[config.mk]
export PLATFORM = sky130hd
export DESIGN_NAME = pcs_tx_scheduler
export DESIGN_NICKNAME = d
export VERILOG_FILES = /design/src/rtl/pcs_tx_pkg.sv /design/src/rtl/rr_arbiter2.sv /design/src/rtl/pcs_tx_scheduler.sv
export SDC_FILE = /design/constraint.sdc
export NUM_CORES = 1
export LEC_CHECK = 0
export ABC_CLOCK_PERIOD_IN_PS = 3000
export CAP_MARGIN = 20
export CORE_AREA = 3 3 68 70
export CTS_BUF_LIST = sky130_fd_sc_hd__clkbuf_4 sky130_fd_sc_hd__clkbuf_8
export CTS_CLUSTER_SIZE = 20
export DETAILED_ROUTE_END_ITERATION = 10
export DIE_AREA = 0 0 71 73
export GPL_TIMING_DRIVEN = 0
export PLACE_DENSITY_LB_ADDON = 0.1
export SETUP_SLACK_MARGIN = 0.1
export SLEW_MARGIN = 20
export SYNTH_ARGS = -nofsm -noshare
export SYNTH_HDL_FRONTEND = slang
export SYNTH_SLANG_ARGS = --single-unit
[constraint.sdc]
create_clock -name clk_ -period 3 [get_ports clk_]
set_clock_uncertainty 0.2 [all_clocks]
set_input_delay 0.45 -clock clk_ [delete_from_list [all_inputs] [get_ports clk_]]
set_output_delay 0.45 -clock clk_ [all_outputs]
set_load 0.02 [all_outputs]
[src/rtl/pcs_tx_pkg.sv]
`default_nettype none
// ============================================================================
// Module   : pcs_tx_pkg
// Purpose  : Shared definitions for the PCS transmit path: scheduler FSM
//            state encodings, the idle byte driven on TXD_ between frames,
//            and 8b/10b code constants shared with the transmitter.
// Ports    : none (package)
// Revision : 1.0 - initial release
// ============================================================================
package pcs_tx_pkg;

   // Scheduler states (2-bit encoding)
   typedef enum logic [1:0] {
      ST_IDLE = 2'd0,
      ST_SEND = 2'd1,
      ST_GAP  = 2'd2
   } state_t;

   // Byte presented on TXD_ whenever TX_EN_ is low
   localparam logic [7:0] IDLE_BYTE = 8'h00;

   // Code-group constants shared with the transmitter
   localparam logic [7:0] K27_7 = 8'hFB;  // /S/ start of packet
   localparam logic [7:0] K29_7 = 8'hFD;  // /T/ end of packet
   localparam logic [7:0] K23_7 = 8'hF7;  // /R/ carrier extend
   localparam logic [7:0] K28_5 = 8'hBC;  // comma
   localparam logic [7:0] D21_5 = 8'hB5;  // /C1/ config data
   localparam logic [7:0] D2_2  = 8'h42;  // /C2/ config data
   localparam logic [7:0] D5_6  = 8'hC5;  // /I1/ idle data
   localparam logic [7:0] D16_2 = 8'h50;  // /I2/ idle data

endpackage
`default_nettype wire

[src/rtl/rr_arbiter2.sv]
`default_nettype none
// ============================================================================
// Module   : rr_arbiter2
// Purpose  : Two-way round-robin arbiter, purely combinational. A lone
//            requester always wins; when both request, the pointer picks.
// Ports    : i_req[1:0]   request vector (bit n = source n)
//            i_ptr        preferred source when both request (0 or 1)
//            o_grant[1:0] one-hot winner, all-zero when nothing requests
// Revision : 1.0 - initial release
// ============================================================================
module rr_arbiter2
   import pcs_tx_pkg::*;
(
   input  logic [1:0] i_req,
   input  logic       i_ptr,
   output logic [1:0] o_grant
);

   always_comb begin
      o_grant = i_req;
      if (i_req == 2'b11) begin
         o_grant = i_ptr ? 2'b10 : 2'b01;
      end
   end

endmodule
`default_nettype wire

[src/rtl/pcs_tx_scheduler.sv]
`default_nettype none
// ============================================================================
// Module   : pcs_tx_scheduler
// Purpose  : Frame scheduler in front of the PCS transmitter. Arbitrates two
//            byte-stream sources round-robin, forwards one frame at a time to
//            TX_EN_/TXD_ with one cycle of latency, truncates frames longer
//            than MAX_FRAME_LEN and forces IPG_CYCLES idle cycles after every
//            frame. All outputs are registered.
// Ports    : clk_, main_reset_ (async, active high)
//            req0_/req1_, txd0_/txd1_[7:0], last0_/last1_  source inputs
//            gnt0_/gnt1_                                   source grants
//            TX_EN_, TXD_[7:0]                             to transmitter
//            trunc_, abort_                                event pulses
//            frames0_/frames1_[15:0], err_cnt_[7:0]        statistics
// Config   : TX_SCHED_STATS_EN - when defined, adds the statistics ports
//            and counters; otherwise they are absent.
// Revision : 1.0 - initial release
// ============================================================================
module pcs_tx_scheduler
   import pcs_tx_pkg::*;
#(
   parameter int IPG_CYCLES    = 12,
   parameter int MAX_FRAME_LEN = 1518
) (
   input  logic        clk_,
   input  logic        main_reset_,
   input  logic        req0_,
   input  logic        req1_,
   input  logic [7:0]  txd0_,
   input  logic [7:0]  txd1_,
   input  logic        last0_,
   input  logic        last1_,
   output logic        gnt0_,
   output logic        gnt1_,
   output logic        TX_EN_,
   output logic [7:0]  TXD_,
   output logic        trunc_,
   output logic        abort_
`ifdef TX_SCHED_STATS_EN
   ,
   output logic [15:0] frames0_,
   output logic [15:0] frames1_,
   output logic [7:0]  err_cnt_
`endif
);

   state_t      state_q, state_d;
   logic [1:0]  gnt_q, gnt_d;
   logic        src_q, src_d;              // source owning the current frame
   logic        ptr_q, ptr_d;              // preferred source on contention
   logic [15:0] cnt_q, cnt_d;
   logic [7:0]  gap_q, gap_d;
   logic        trunc_pend_q, trunc_pend_d;
   logic        tx_en_q, tx_en_d;
   logic [7:0]  txd_q, txd_d;
   logic        trunc_q, trunc_d;
   logic        abort_q, abort_d;

   logic [1:0]  w_req;
   logic [1:0]  w_win;
   logic        w_sel_req;
   logic        w_sel_last;
   logic [7:0]  w_sel_txd;
   logic [15:0] w_cnt_inc;

   assign w_req      = {req1_, req0_};
   assign w_sel_req  = src_q ? req1_  : req0_;
   assign w_sel_last = src_q ? last1_ : last0_;
   assign w_sel_txd  = src_q ? txd1_  : txd0_;
   assign w_cnt_inc  = cnt_q + 16'd1;

   rr_arbiter2 u_arb (
      .i_req   (w_req),
      .i_ptr   (ptr_q),
      .o_grant (w_win)
   );

   always_comb begin
      state_d      = state_q;
      gnt_d        = gnt_q;
      src_d        = src_q;
      ptr_d        = ptr_q;
      cnt_d        = cnt_q;
      gap_d        = gap_q;
      trunc_pend_d = trunc_pend_q;
      tx_en_d      = 1'b0;
      txd_d        = IDLE_BYTE;
      trunc_d      = 1'b0;
      abort_d      = 1'b0;

      case (state_q)
         ST_IDLE: begin
            if (w_win != 2'b00) begin
               state_d      = ST_SEND;
               gnt_d        = w_win;
               src_d        = w_win[1];
               cnt_d        = 16'd0;
               trunc_pend_d = 1'b0;
            end
         end

         ST_SEND: begin
            if (gnt_q != 2'b00) begin
               if (!w_sel_req) begin
                  // Source walked away: drop this cycle's byte and close now.
                  abort_d = 1'b1;
                  gnt_d   = 2'b00;
                  state_d = ST_GAP;
                  gap_d   = 8'(IPG_CYCLES);
                  ptr_d   = ~src_q;
               end else begin
                  tx_en_d = 1'b1;
                  txd_d   = w_sel_txd;
                  cnt_d   = w_cnt_inc;
                  // Final byte accepted: release the source now so it stops
                  // streaming; the byte itself is on TXD_ for one more cycle.
                  if (w_sel_last || (w_cnt_inc == 16'(MAX_FRAME_LEN))) begin
                     gnt_d        = 2'b00;
                     trunc_pend_d = ~w_sel_last;
                  end
               end
            end else begin
               // Tail cycle: last byte is on the wire, TX_EN_ falls next.
               state_d      = ST_GAP;
               gap_d        = 8'(IPG_CYCLES);
               ptr_d        = ~src_q;
               trunc_d      = trunc_pend_q;
               trunc_pend_d = 1'b0;
            end
         end

         ST_GAP: begin
            if (gap_q <= 8'd1) begin
               state_d = ST_IDLE;
            end else begin
               gap_d = gap_q - 8'd1;
            end
         end

         default: begin
            state_d = ST_IDLE;
            gnt_d   = 2'b00;
         end
      endcase
   end

   always_ff @(posedge clk_ or posedge main_reset_) begin
      if (main_reset_) begin
         state_q      <= ST_IDLE;
         gnt_q        <= 2'b00;
         src_q        <= 1'b0;
         ptr_q        <= 1'b0;
         cnt_q        <= 16'd0;
         gap_q        <= 8'd0;
         trunc_pend_q <= 1'b0;
         tx_en_q      <= 1'b0;
         txd_q        <= IDLE_BYTE;
         trunc_q      <= 1'b0;
         abort_q      <= 1'b0;
      end else begin
         state_q      <= state_d;
         gnt_q        <= gnt_d;
         src_q        <= src_d;
         ptr_q        <= ptr_d;
         cnt_q        <= cnt_d;
         gap_q        <= gap_d;
         trunc_pend_q <= trunc_pend_d;
         tx_en_q      <= tx_en_d;
         txd_q        <= txd_d;
         trunc_q      <= trunc_d;
         abort_q      <= abort_d;
      end
   end

   assign gnt0_  = gnt_q[0];
   assign gnt1_  = gnt_q[1];
   assign TX_EN_ = tx_en_q;
   assign TXD_   = txd_q;
   assign trunc_ = trunc_q;
   assign abort_ = abort_q;

`ifdef TX_SCHED_STATS_EN
   logic [15:0] frames0_q, frames0_d;
   logic [15:0] frames1_q, frames1_d;
   logic [7:0]  err_cnt_q, err_cnt_d;
   logic        w_frame_done;

   // The tail cycle is reached by normal ends and truncations, never aborts.
   assign w_frame_done = (state_q == ST_SEND) && (gnt_q == 2'b00);

   always_comb begin
      frames0_d = frames0_q;
      frames1_d = frames1_q;
      err_cnt_d = err_cnt_q;
      if (w_frame_done) begin
         if (src_q) begin
            frames1_d = frames1_q + 16'd1;
         end else begin
            frames0_d = frames0_q + 16'd1;
         end
      end
      if ((trunc_d || abort_d) && (err_cnt_q != 8'hFF)) begin
         err_cnt_d = err_cnt_q + 8'd1;
      end
   end

   always_ff @(posedge clk_ or posedge main_reset_) begin
      if (main_reset_) begin
         frames0_q <= 16'd0;
         frames1_q <= 16'd0;
         err_cnt_q <= 8'd0;
      end else begin
         frames0_q <= frames0_d;
         frames1_q <= frames1_d;
         err_cnt_q <= err_cnt_d;
      end
   end

   assign frames0_ = frames0_q;
   assign frames1_ = frames1_q;
   assign err_cnt_ = err_cnt_q;
`endif

endmodule
`default_nettype wire

==> flow_summary.yaml, run 1 <==
status:
  outcome: "completed"
worst_setup_path:
  cp.required_ps: 2990
  path_cells: "clkdlybuf4s50_1 -> mux2i_1 -> nor2_1 -> nor2_1 -> or3_1 -> clkbuf_1 -> buf_2 -> o21ai_1 -> o41ai_1"
  path_class: "input port to flip-flop"
  crit_path_top_delay_cell: "clkdlybuf4s50_1"
  arrival_ps: 2500
  end_kind: "flip-flop"
  critPathMaxFanout: 10
  path_common_cell: "nor2_1"
  crit_path_start_kind: "input port"
  cpPeakStageDelay_ps: 460
pwr:
  internal_power_uw: 1145
  leakagePower_uw: 0.001152
  pwr-share-seq: 0.421
  vdd_ir_drop_max_uv: 395.3
  pwr_density_cell_mw_per_mm2: 671.4
  clkPwrFrac: 0.212
  switching_share: 0.3712
  netSwitchingPower_uw: 675.9
  comb_power_share: 0.367
synth:
  yosysUniqueCellTypes: 42
  avgSynthCellArea_um2: 9.216
  syn_nets: 264
  syn_area_mm2: 0.002193
  synthFlopType: "dfrtp_1"
  yosys.area_share.simple: 0.2293
  synthArstFlopShare: 1.000
  synth_compound_area_frac: 0.1495
  synthCells: 238
  ys_seq_area_frac: 0.4792
  synthXorXnorAreaFrac: 0.03594
  synth.mux.area_fraction: 0.04564
  yosys.area_share.adder: 0.02282
  synth_seq_cells: 42
  yosys_warnings: 0
  synth_edf_count: 0
  synth_top_family_by_area: "simple AND/OR/NAND/NOR gates"
placement:
  io_buffers: 34
  dp_hpwl_um: 3265
  gp_congestion: 0.8032
  dpl_worst_slack_ps: 189.4
sta:
  tns_ps: 0
  post-route-min-period_ps: 2515
  fin_crit_sh: 0.8382
  relSlewSlack: 0.5522
  hold_viol_final: 0
  worst_pin_slew_ps: 665.6
  worst_slack_ps: 485.3
  maxSlewViolCount: 0
  rsz0062_at_grt: "false"
  setup_viol: 0
  timing.fmax_mhz: 397.7
die:
  die_area_mm2: 0.005183
  start_util: 0.5444
  die_h_um: 73
  fp.dieW_um: 71
  ios: 35
  core_mm2: 0.004029
  rows: 23
drt:
  antenna_left: 0
  via_per_inst: 5.634
  drt_iter0_drc: 72
  first_pass_iters: 4
  met3_length_um: 234
  drt-met1-wl_um: 2011
  wl_met2_um: 2203
  drc: 0
  maxUsedRoutingLayer: "met4"
  wl_per_cell_um: 13.65
  via_count: 1865
  routed_wl_um: 4517
cts:
  cts-root-buf: "clkbuf_8"
  clkTransAtPathRegs_ps: 80
  clock_sinks: 42
  cts_tree: "done"
  cts_made_buffers: 5
  ctsHoldBuffers: 0
  htree_levels: 2
  clockBufferDepth: 2
  clk_latency_ps: 290
  cts_setup_buffers: 0
  cts_resized: 0
global_route:
  grt_usage: 0.1872
  antenna_found_initial: 0
  grt-ovfl-total: 0
  grt_pass1_vias: 1716
  grt_pass1_wl_um: 7741
  grt_max_degree: 26
final_layout:
  num-nets-final: 306
  antenna-diode-count: 0
  drive_above_1_share: 0.08185
  syn_to_final_growth_pct: 23.62
hold_path:
  hp-class: "input port to async pin"
job:
  cap_violations: 0
[final timing paths]
check	start	end	slack, ps	cells after the start
worst max-delay path	req1_	cnt_q[8]$_DFFE_PP0P_	490	9
worst min-delay path	main_reset_	cnt_q[0]$_DFFE_PP0P_	260	2
worst max register to register	cnt_q[0]$_DFFE_PP0P_	gnt_q[0]$_DFFE_PP0P_	500	7
worst min register to register	cnt_q[15]$_DFFE_PP0P_	cnt_q[15]$_DFFE_PP0P_	310	2
max in group asynchronous	main_reset_	cnt_q[8]$_DFFE_PP0P_	1890	3
min in group clk_	cnt_q[15]$_DFFE_PP0P_	cnt_q[15]$_DFFE_PP0P_	310	2
[registers in the layout (all words and copies together) (netlist names)]
signal / flops
cnt_q: 16
src_q: 1
state_q: 2
TXD_: 8
trunc_: 1
gnt_q: 2
abort_: 1
TX_EN_: 1
gap_q: 8
trunc_pend_q: 1
ptr_q: 1
[through the flow]
| step | instances | area [um2] | hold slack [ps] | power [uW] | utilization |
|---|---|---|---|---|---|
| floorplan | 238 | 2193 | 250.2 | 1222 | - |
| global placement | 322 | 2596 | 266.2 | 1431 | 0.6444 |
| detailed placement | 323 | 2616 | 297.0 | 1447 | 0.6494 |
| CTS | 331 | 2711 | 271.2 | 1832 | 0.6730 |
| global route | 331 | 2711 | 289.4 | 1952 | 0.6730 |
| finish | 331 | 2711 | 257.7 | 1821 | 0.6730 |
[routing by layer]
metal / up-vias / GRT usage
li1: 934 / -
met2: 49 / 0.3172
met5: - / 0
met4: 0 / 0.05219
met1: 874 / 0.2387
met3: 8 / 0.04821
[cells in the mapped netlist (2+ instances only)]
library cell,count,share of area
buf_1,2,0.0034
a21oi_1,8,0.018
o211ai_1,2,0.0068
and2_1,2,0.0057
dfrtp_1,42,0.48
xor2_1,4,0.016
nor2_1,28,0.048
mux2i_1,10,0.046
nor4_1,3,0.0086
o31ai_1,5,0.017
nor3_1,4,0.0091
nand2b_1,4,0.011
nand3_1,10,0.023
a31oi_1,3,0.0086
ha_1,4,0.023
and4_1,2,0.0080
nand2_1,19,0.033
buf_2,6,0.014
nand4_1,7,0.020
and3_1,2,0.0057
nor3b_1,2,0.0068
or3_1,6,0.017
clkbuf_1,3,0.0051
o21ai_1,8,0.018
xnor2_1,5,0.020
o21ai_0,22,0.050
o22ai_1,2,0.0057
nor2b_1,2,0.0057
inv_1,8,0.014
[cell usage in the layout (no fill, tap or decap), types with 3 or more instances in the layout]
cell and n:
clkdlybuf4s50_1 34, xor2_1 4, or3_1 6, o21ai_0 22, nand2_1 19, buf_2 6, ha_1 4, a31oi_1 3
o21ai_1 8, clkbuf_1 3, nor4_1 3, dfrtp_1 42, clkbuf_8 6, nand2b_1 4, o31ai_1 5, nand3_1 10
mux2i_1 10, nor2_1 28, xnor2_1 5, inv_1 7, nand4_1 7, nor3_1 4, a21oi_1 8
[cells by family (layout without fill, tap and decap cells)]
group | Yosys count | in the layout
AOI/OAI and AO/OA | 56 | 56
xor gates and xnor gates | 9 | 9
adders and majority gates | 4 | 4
buffers and inverters | 20 | 63
DFF | 42 | 42
muxes | 10 | 10
and+or+nand+nor | 97 | 97
[area by class of cell]
class,instances,area [um2]
clock inverter,1,5.005
inverter,9,33.78
sequential,42,1051
timing repair buffer,35,360.3
fill,346,1318
clock buffer,7,90.09
multi-input combinational,176,1060
tap,50,62.56
buffer,11,48.80
[power by group through the flow]
stage               clock (uW)  sequential, uW  combinational (uW)
floorplan                    0             791                 431
global placement             0             775                 655
detailed placement           0             777                 669
CTS                        391             765                 676
global route               411             787                 753
finish                     387             767                 667
[worst max-delay path, delay by kind of cell]
kind	cells	cell delay [ps]
and+or+nand+nor	3	550
AOI/OAI and AO/OA	2	170
muxes	1	350
buffers and inverters	3	960
Power figures use the tool's default switching activity.
==> inputs of run 2 (changes only) <==
--- a/config.mk
+++ b/config.mk
@@ -5,7 +5,7 @@
 export SDC_FILE = /design/constraint.sdc
 export NUM_CORES = 1
 export LEC_CHECK = 0
-export ABC_CLOCK_PERIOD_IN_PS = 3000
+export ABC_CLOCK_PERIOD_IN_PS = 2600
 export CAP_MARGIN = 20
 export CORE_AREA = 3 3 68 70
 export CTS_BUF_LIST = sky130_fd_sc_hd__clkbuf_4 sky130_fd_sc_hd__clkbuf_8
==> constraint.sdc (replaced) <==
create_clock -name clk_ -period 2.6 [get_ports clk_]
set_clock_uncertainty 0.2 [all_clocks]
set_input_delay 0.39 -clock clk_ [delete_from_list [all_inputs] [get_ports clk_]]
set_output_delay 0.39 -clock clk_ [all_outputs]
set_load 0.02 [all_outputs]
==> run 2 against run 1 <==
  * Combinational power increased by 18%
  * Register-to-register slack got worse by 230 ps
  * Final area increased by 1.0%
  * Count of clock-buffer cells in the layout did not move
  * Critical path depth decreased by 2
  * Non-clock buffer count stayed put
  * Sequential share of layout area down 0.34 points
  * Largest cell class unchanged
  * Clock power up 15%
  * First-iteration DRC count decreased by 25%
  * Total power increased by 16%
  * Worst hold slack lost 59 ps
  * Global-route usage unchanged
==> flow_summary.yaml, run 2 (synthesis results as in run 1) <==
cts:
  clockBufferDepth: 2
  htree_levels: 2
  cts_made_buffers: 5
  clkTransAtPathRegs_ps: 80
  cts_setup_buffers: 0
  clock_sinks: 42
  cts-root-buf: "clkbuf_8"
  clk_latency_ps: 290
  cts_tree: "done"
  cts_resized: 0
  ctsHoldBuffers: 0
pwr:
  vdd_ir_drop_max_uv: 455.7
  pwr_density_cell_mw_per_mm2: 773.8
  finalPower_uw: 2119
  leakagePower_uw: 0.001150
die:
  die_h_um: 73
  core_mm2: 0.004029
  start_util: 0.5444
  ios: 35
  die_area_mm2: 0.005183
  fp.dieW_um: 71
  rows: 23
status:
  outcome: "completed"
placement:
  gp_congestion: 0.8032
  io_buffers: 34
  dp_hpwl_um: 3265
global_route:
  grt_usage: 0.1872
  grt-ovfl-total: 0
  antenna_found_initial: 0
  grt_max_degree: 26
  grt_pass1_wl_um: 7741
  grt_pass1_vias: 1716
final_layout:
  largest_reg_flops: 16
  largest-register: "cnt_q"
  num-nets-final: 306
  layout_common_cells: "dfrtp_1 (41), clkdlybuf4s50_1 (34), nor2_1 (27)"
  antenna-diode-count: 0
  layout_commonest_cell: "dfrtp_1"
  syn_to_final_growth_pct: 24.87
  drive_above_1_share: 0.09964
  nFillCells: 345
  multiInputGateArea_mm2: 0.001086
  seq_area_mm2: 0.001052
worst_setup_path:
  reg2reg_depth: 7
  crit_path_top_delay_cell: "dfrtp_2"
  cp.required_ps: 2560
  r2r_start: "cnt_q[0]$_DFFE_PP0P_"
  crit_family: "simple AND/OR/NAND/NOR gates"
  path_buf_inv: 0
  end_kind: "flip-flop"
  rr_endpoint: "gnt_q[0]$_DFFE_PP0P_"
  r2r_setup_slack_ps: 270
  crit_path_start_kind: "flip-flop"
  path_class: "flip-flop to flip-flop"
  arrival_ps: 2290
  cpPeakStageDelay_ps: 440
  path_cells: "ha_1 -> nand3_2 -> nor3_2 -> xor2_1 -> o211ai_1 -> nor4_2 -> o22ai_1"
  critPathMaxFanout: 8
sta:
  holdWs_ps: 199.1
  timing.fmax_mhz: 429.5
  maxSlewViolCount: 0
  setup_viol: 0
  relSlewSlack: 0.5500
  post-route-min-period_ps: 2328
  hold_viol_final: 0
  worst_pin_slew_ps: 675.0
  fin_crit_sh: 0.8954
  rsz0062_at_grt: "false"
job:
  cap_violations: 0
drt:
  routed_wl_um: 4551
  drc: 0
  drt_iter0_drc: 54
  antenna_left: 0
  via_count: 1865
  first_pass_iters: 4
  wl_per_cell_um: 13.75
  via_per_inst: 5.634
hold_path:
  hp-class: "input port to async pin"
## run 2: power breakdown
part | leakage (uW) | switching (uW) | internal, uW
registers | 0.000564 | 116 | 773
logic | 0.000535 | 451 | 334
clock network | 0.0000517 | 220 | 225
total | 0.00115 | 787 | 1330
## run 2: worst max-delay path by stage
stage                                 endpoint            startpoint  cells past startpoint
after floorplan           gnt_q[0]$_DFFE_PP0P_  cnt_q[0]$_DFFE_PP0P_                      7
after global placement    cnt_q[8]$_DFFE_PP0P_                 req1_                      9
after detailed placement  cnt_q[8]$_DFFE_PP0P_                 req1_                      9
after CTS                 gnt_q[0]$_DFFE_PP0P_  cnt_q[0]$_DFFE_PP0P_                      7
after global routing      gnt_q[0]$_DFFE_PP0P_  cnt_q[1]$_DFFE_PP0P_                      7
final                     gnt_q[0]$_DFFE_PP0P_  cnt_q[0]$_DFFE_PP0P_                      7
## run 2: final cells by class
cell class                 count  area share
buffer                        11     0.01782
tap                           50     0.02284
inverter                       9     0.01233
sequential                    42      0.3842
clock buffer                   7     0.03289
timing repair buffer          35      0.1316
clock inverter                 1    0.001827
multi-input combinational    176      0.3965
## run 2: metal layers
metal | routed length, um | track usage | vias up | part of all wire
li1 | - | - | 936 | -
met1 | 2043 | 0.2387 | 884 | 0.45
met2 | 2214 | 0.3172 | 39 | 0.49
met3 | 231 | 0.04821 | 6 | 0.051
met4 | 61 | 0.05219 | 0 | 0.013
met5 | 0 | 0 | - | 0
## run 2: stage by stage
stage	area (um2)	setup WS, ps	utilization	setup TNS (ps)	instances
after floorplan	2193	528.4	-	0	238
after global placement	2596	-165.2	0.6444	-1349	322
after detailed placement	2616	-150.6	0.6494	-1164	323
after CTS	2711	107.3	0.6730	0	331
after global routing	2739	116.7	0.6798	0	331
final	2739	271.9	0.6798	0	331
